<file path="config.mk">
export PLATFORM = sky130hd
export DESIGN_NAME = proc_w
export DESIGN_NICKNAME = d
export VERILOG_FILES = /design/src/rtl/proc_w.sv
export SDC_FILE = /design/constraint.sdc
export NUM_CORES = 1
export LEC_CHECK = 0
export CAP_MARGIN = 5
export CORE_UTILIZATION = 47
export CTS_BUF_LIST = sky130_fd_sc_hd__clkbuf_8
export DETAILED_ROUTE_END_ITERATION = 6
export HOLD_SLACK_MARGIN = 0.12
export PLACE_DENSITY = 0.66
export SLEW_MARGIN = 20
export SYNTH_ARGS = -nofsm -noshare
export SYNTH_HDL_FRONTEND = slang
export SYNTH_SLANG_ARGS = --single-unit
</file>
<file path="constraint.sdc">
create_clock -name Clock -period 9.32 [get_ports Clock]
set_input_delay 1.864 -clock Clock [delete_from_list [all_inputs] [get_ports Clock]]
set_output_delay 1.864 -clock Clock [all_outputs]
set_load 0.01 [all_outputs]
</file>
<file path="src/rtl/proc_w.sv">
// W-bit multicycle bus processor: eight general registers, A/G ALU latches,
// a single shared bus, and a four-state T0..T3 sequencer under a Run/Done handshake.
module proc_w #(
    parameter int W = 9
) (
    input  logic         Clock,
    input  logic         Reset,
    input  logic         Run,
    input  logic [W-1:0] DIN,
    output logic         Done,
    output logic [W-1:0] BusWires
);

    typedef enum logic [1:0] {T0, T1, T2, T3} state_t;

    localparam logic [2:0] OP_MV   = 3'b000;
    localparam logic [2:0] OP_MVI  = 3'b001;
    localparam logic [2:0] OP_ADD  = 3'b010;
    localparam logic [2:0] OP_SUB  = 3'b011;
    localparam logic [2:0] OP_MVNZ = 3'b100;
    localparam logic [2:0] OP_AND  = 3'b101;
    localparam logic [2:0] OP_XOR  = 3'b110;

    // Bus source select bit positions: R0..R7 occupy 0..7.
    localparam int SEL_DIN = 8;
    localparam int SEL_G   = 9;

    state_t         state_q, state_d;
    logic [8:0]     ir_q, ir_d;
    logic [W-1:0]   a_q, a_d;
    logic [W-1:0]   g_q, g_d;
    logic [W-1:0]   r_q [8];
    logic [W-1:0]   r_d [8];

    logic [2:0]     opcode;
    logic [2:0]     rx;
    logic [2:0]     ry;
    logic [9:0]     bus_sel;
    logic           rx_in;
    logic           a_in;
    logic           g_in;
    logic           done_c;
    logic [W-1:0]   alu_result;
    logic [W-1:0]   bus_terms [10];
    logic [W-1:0]   bus_value;

    assign opcode = ir_q[8:6];
    assign rx     = ir_q[5:3];
    assign ry     = ir_q[2:0];

    // Control decode: one-hot bus select, load enables and next state.
    always_comb begin
        state_d = state_q;
        ir_d    = ir_q;
        bus_sel = '0;
        rx_in   = 1'b0;
        a_in    = 1'b0;
        g_in    = 1'b0;
        done_c  = 1'b0;
        unique case (state_q)
            T0: begin
                if (Run) begin
                    ir_d    = DIN[8:0];
                    state_d = T1;
                end
            end
            T1: begin
                unique case (opcode)
                    OP_MV: begin
                        bus_sel[ry] = 1'b1;
                        rx_in       = 1'b1;
                        done_c      = 1'b1;
                        state_d     = T0;
                    end
                    OP_MVI: begin
                        bus_sel[SEL_DIN] = 1'b1;
                        rx_in            = 1'b1;
                        done_c           = 1'b1;
                        state_d          = T0;
                    end
                    OP_MVNZ: begin
                        bus_sel[ry] = 1'b1;
                        rx_in       = (g_q != '0);
                        done_c      = 1'b1;
                        state_d     = T0;
                    end
                    OP_ADD, OP_SUB, OP_AND, OP_XOR: begin
                        bus_sel[rx] = 1'b1;
                        a_in        = 1'b1;
                        state_d     = T2;
                    end
                    default: begin
                        done_c  = 1'b1;
                        state_d = T0;
                    end
                endcase
            end
            T2: begin
                bus_sel[ry] = 1'b1;
                g_in        = 1'b1;
                state_d     = T3;
            end
            T3: begin
                bus_sel[SEL_G] = 1'b1;
                rx_in          = 1'b1;
                done_c         = 1'b1;
                state_d        = T0;
            end
            default: state_d = T0;
        endcase
    end

    // Bus is an AND-OR of the one-hot selected sources; nothing selected yields 0.
    generate
        for (genvar gi = 0; gi < 8; gi++) begin : g_bus_regs
            assign bus_terms[gi] = bus_sel[gi] ? r_q[gi] : '0;
        end
    endgenerate
    assign bus_terms[SEL_DIN] = bus_sel[SEL_DIN] ? DIN : '0;
    assign bus_terms[SEL_G]   = bus_sel[SEL_G]   ? g_q : '0;

    always_comb begin
        bus_value = '0;
        for (int i = 0; i < 10; i++) begin
            bus_value = bus_value | bus_terms[i];
        end
    end

    always_comb begin
        alu_result = '0;
        unique case (opcode)
            OP_ADD:  alu_result = a_q + bus_value;
            OP_SUB:  alu_result = a_q - bus_value;
            OP_AND:  alu_result = a_q & bus_value;
            OP_XOR:  alu_result = a_q ^ bus_value;
            default: alu_result = '0;
        endcase
    end

    always_comb begin
        a_d = a_in ? bus_value : a_q;
        g_d = g_in ? alu_result : g_q;
        for (int i = 0; i < 8; i++) begin
            r_d[i] = (rx_in && (rx == 3'(i))) ? bus_value : r_q[i];
        end
    end

    always_ff @(posedge Clock or posedge Reset) begin
        if (Reset) begin
            state_q <= T0;
            ir_q    <= '0;
            a_q     <= '0;
            g_q     <= '0;
            for (int i = 0; i < 8; i++) begin
                r_q[i] <= '0;
            end
        end else begin
            state_q <= state_d;
            ir_q    <= ir_d;
            a_q     <= a_d;
            g_q     <= g_d;
            for (int i = 0; i < 8; i++) begin
                r_q[i] <= r_d[i];
            end
        end
    end

    assign Done     = done_c;
    assign BusWires = bus_value;

endmodule

</file>
==> After elaboration in Yosys (flattened, before gate mapping) <==
Cells that the tools add are included.
{ "word_totals": {"reg_bits": 101, "input_bits": 12, "wordCells": 93} }
{ "classes": {"n_addsub": 2, "magnitude_cmp": 4, "n_eq_ne": 17, "n_mux": 29, "bitwise_logic": 11, "n_reduce_logical": 18} }
{ "op_table": {"columns": ["cell", "n"], "rows": [
  ["$mux W9", 10],
  ["$or A9 B9 Y9", 9],
  ["$pmux W9 S4", 1],
  ["$eq A3 B3 Y1 const B", 7],
  ["$pmux W9 S2", 1],
  ["$pmux W8 S2", 1],
  ["$eq A3 B2 Y1 const B", 4],
  ["$logic_and A1 B1 Y1", 10],
  ["$lt A3 B5 Y1 const B", 2],
  ["$add A9 B9 Y9", 1],
  ["$and A9 B9 Y9", 1],
  ["$reduce_bool A9 Y1", 1],
  ["$sub A9 B9 Y9", 1],
  ["$xor A9 B9 Y9", 1],
  ["$mux W1", 8],
  ["$pmux W2 S4", 1],
  ["$demux W1 S3", 2],
  ["$eq A3 B1 Y1 const B", 2],
  ["$ge A3 B1 Y1 const B", 2],
  ["$logic_not A3 Y1", 2],
  ["$pmux W1 S2", 3],
  ["$eq A2 B2 Y1 const B", 2],
  ["$mux W2", 2],
  ["$reduce_or A2 Y1", 2],
  ["other kinds (5)", 5]
]} }

==> Depth between registers and ports, before layout <==
{ "depth": {"ltp_word": 18, "ltp_mapped": 22, "ltp_nobuf": 20} }

==> Worst setup path before layout <==
No wires, ideal clock.
{ "synth_timing": {"path_kind": "input to output", "from": "in DIN[0]", "to": "out BusWires[0]", "arrival_ns": 2.970, "slack_ns": 4.486, "stages": 5, "n_path_buf": 1, "cell_sequence": "a222oi_1 > o21ai_0 > a2111oi_4 > clkbuf_1 > inv_1"} }
{ "synth_via": {"elab_chain_cells": 3} }
{ "synth_rtl": {"columns": ["item", "line_no", "text"], "rows": [
  ["start: declaration", "9", "input logic [W-1:0] DIN,"],
  ["$mux W9", "119", "assign bus_terms[SEL_DIN] = bus_sel[SEL_DIN] ? DIN : '0;"],
  ["$or A9 B9 Y9 (2 in series)", "125", "bus_value = bus_value | bus_terms[i];"],
  ["end: declaration", "11", "output logic [W-1:0] BusWires"]
]} }
No other way between the ends.

==> Worst setup path after layout <==
{ "layout_timing": {"from": "reg state_q[0]", "to": "out BusWires[2]"} }
{ "layout_via": {"elab_chain_cells": 12, "elab_cells_between_ends": 24, "cone_classes": "eq/ne: 3; mux: 12; bitwise: 9"} }
{ "layout_rtl": {"columns": ["item", "line_no", "text"], "rows": [
  ["start: declaration", "28", "state_t state_q, state_d;"],
  ["start signal: assignment", "158", "state_q <= state_d;"],
  ["$eq A2 B2 Y1 or $eq A2 B1 Y1 (tied branches)", "60", "unique case (state_q)"],
  ["$pmux W9 S2", "60", null],
  ["$mux W9", "116", "assign bus_terms[gi] = bus_sel[gi] ? r_q[gi] : '0;"],
  ["$or A9 B9 Y9 (8 in series)", "125", null],
  ["$or A9 B9 Y9 *", "125", null]
]} }
Every way passes the cells marked *; elsewhere a longest branch is shown, timed or not.

==> impl_metrics.env <==
export IMPL_status="completed"
export IMPL_synth_edf_count=0
export IMPL_rows=39
export IMPL_worstSkewPairLatency_ps=380
export IMPL_drc=0
export IMPL_grt_max_degree=80
export IMPL_cts_buffer_depth=2
export IMPL_crit_path_start_kind="flip-flop"
export IMPL_die_x_um=109.9
export IMPL_place_gp_congestion=0.8866
export IMPL_hold_violations=0
export IMPL_async_reset_ff_share_pct=100.0
export IMPL_max_cap_viol_count=0
export IMPL_wl_per_cell_um=18.80
export IMPL_whs_ps=495.6
export IMPL_grtUsageTotal_pct=24.19
export IMPL_slew_headroom_pct=33.79
export IMPL_ios=22
export IMPL_min_period_ps=6166
export IMPL_grt_pass1_vias=4049
export IMPL_coreArea_um2=11370
export IMPL_path_clk_slew_ps=100
export IMPL_wl_um=13690
export IMPL_place_hpwl_um=9637
export IMPL_min_path_type="reg -> reg"
export IMPL_wl_met1_um=6196
export IMPL_grt_remaining_overflow=0
export IMPL_critPathMaxFanout=18
export IMPL_ant_nets=0
export IMPL_end_kind="primary output"
export IMPL_dr_pass1_iters=5
export IMPL_die_area_um2=12080
export IMPL_critPathArrivalTime_ps=4300
export IMPL_tritoncts="built"
export IMPL_synth_area_um2=5475
export IMPL_syn2layout_area_growth_pct=9.438
export IMPL_wl_met3_um=644
export IMPL_ctsResizeCount=0
export IMPL_nFillCells=1013
export IMPL_crit_type="reg -> out"
export IMPL_worst_pin_slew_ps=993.1
export IMPL_cts_num_sinks=101
export IMPL_die_h_um=109.9
export IMPL_slew_violations=0
export IMPL_drive_gt1_share_pct=9.573
export IMPL_diodes=0
export IMPL_antenna_found_initial=0
export IMPL_crit_required_ps=7460
export IMPL_hold_buffers=0
export IMPL_nets=611
export IMPL_start_util_pct=48.16
export IMPL_reg2reg_depth=20
export IMPL_top_layer_used="met4"
export IMPL_syn_area_per_cell_um2=9.489
export IMPL_grt_pass1_wl_um=21540
export IMPL_ys_ff_latch=101
export IMPL_finalCritPeriodShare_pct=66.16
export IMPL_drt_iter0_drc=360
export IMPL_cts_root_buf="clkbuf_8"
export IMPL_route_met2_wl_um=6541
export IMPL_dpl_cell_area_um2=5757
export IMPL_skew_ps=14.06
export IMPL_synth_cell_type_count=71
export IMPL_cts_buffers=9
export IMPL_htreeDepth=3
export IMPL_vias=4289
export IMPL_clock_fmax_mhz=162.2
export IMPL_synth_nets=608
export IMPL_multi_input_area_um2=2700
export IMPL_fin_area_um2=5992
export IMPL_vias_per_cell=5.891
export IMPL_regArea_um2=2527
export IMPL_holdPathStages=2
export IMPL_setup_tns_final_ps=0
export IMPL_finalSetupViolCount=0
export IMPL_post_cts_buffers=0
export IMPL_yosysSeqAreaShare_pct=46.16
export IMPL_ys_flop_type="dfrtp_1"
export IMPL_portBuffers=21
export IMPL_rsz0062_at_grt="false"
export IMPL_netlist_instances=577
export IMPL_ys_warn_count=0
[stage by stage]
stage	setup slack, ps	util [%]	cells
after floorplan	4486	-	577
after global placement	3383	50.61	712
after detailed placement	3301	50.63	712
after CTS	3207	52.66	728
after global routing	2928	52.70	728
final	3154	52.70	728
[state kept, by name (all words and copies together), names as in the netlist, named ones only]
| name | flops |
|---|---|
| a_q | 9 |
| g_q | 9 |
| ir_q | 9 |
| r_q | 72 |
| state_q | 1 |
[cell type report]
type | count | share of cell area (%)
clock buffer | 9 | 2.067
clock inverter | 7 | 1.775
inverter | 26 | 1.670
multi-input combinational | 415 | 45.06
sequential | 101 | 42.18
tap | 143 | 2.986
timing repair buffer | 27 | 4.260
[cell usage in the layout (no fill, tap or decap), drive strengths merged, types with 11 or more instances in the layout]
cell and count:
xnor2 11, dfrtp 101, o21ai 63, a222oi 15
clkdlybuf4s50 21, nand2b 11, a21oi 50, ha 18
a22oi 11, nor2 61, inv 29, nand2 63
[logic make-up after synthesis]
logic type      after synthesis  share of synthesized area, %
simple gates                178                         15.29
fa+ha+maj                    19                         4.479
flops                       101                         46.16
xor+xnor                     13                         2.080
compound gates              192                         24.75
mux                          13                         2.582
buf+inv                      61                         4.662
[Yosys cell counts, drive strengths merged (3+ instances only)]
library cell,count,area share (%)
nor3,8,0.73
and4,5,0.80
inv,25,1.7
a221oi,3,0.59
clkbuf,23,1.6
o21ai,63,5.8
nor2,61,4.2
a211oi,3,0.50
a31oi,3,0.34
a21oi,50,4.6
o22ai,4,0.82
a222oi,15,2.7
a2111oi,8,2.8
nor2b,3,0.34
a22o,4,0.64
nand2,63,4.3
ha,18,4.1
xnor2,11,1.8
a21o,3,0.41
dfrtp,101,46
nand4,3,0.46
buf,12,1.3
and3,3,0.34
o21a,4,0.55
or2,6,0.69
a21boi,4,0.55
nand2b,11,1.3
nand3b,4,0.62
a22oi,11,1.5
mux2i,4,0.73
mux2,9,1.9
[routing by layer]
metal  vias to the layer above  global-route usage (%)
li1                       2076                       -
met1                      2075                   31.16
met2                       115                   40.85
met3                        23                   4.683
met4                         0                   7.619
met5                         -                       0
[worst paths after layout]
path                            slack [ps]                  end                   start
max in group asynchronous             6250  ir_q[5]$_DFFE_PP0P_                   Reset
min in group asynchronous             1790  r_q[54]$_DFFE_PP0P_                   Reset
worst min register to register         500  r_q[21]$_DFFE_PP0P_     r_q[21]$_DFFE_PP0P_
worst max register to register        3990   g_q[8]$_DFFE_PP0P_  state_q[0]$_DFFE_PP0P_
worst max-delay path                  3150          BusWires[2]  state_q[0]$_DFFE_PP0P_
worst min-delay path                   500  r_q[21]$_DFFE_PP0P_     r_q[21]$_DFFE_PP0P_
[worst max-delay path, stage by stage, from the launching register on]
cell	delay, ps
dfrtp_1	410
inv_1	160
ha_1	170
buf_4	220
clkinv_1	380
a211oi_1	640
or2_0	620
a222oi_1	190
and3_1	390
inv_1	190
clkdlybuf4s50_1	550
Power is not shown: default switching activity piles up to over one toggle a cycle in this logic, so the estimate is an artifact.
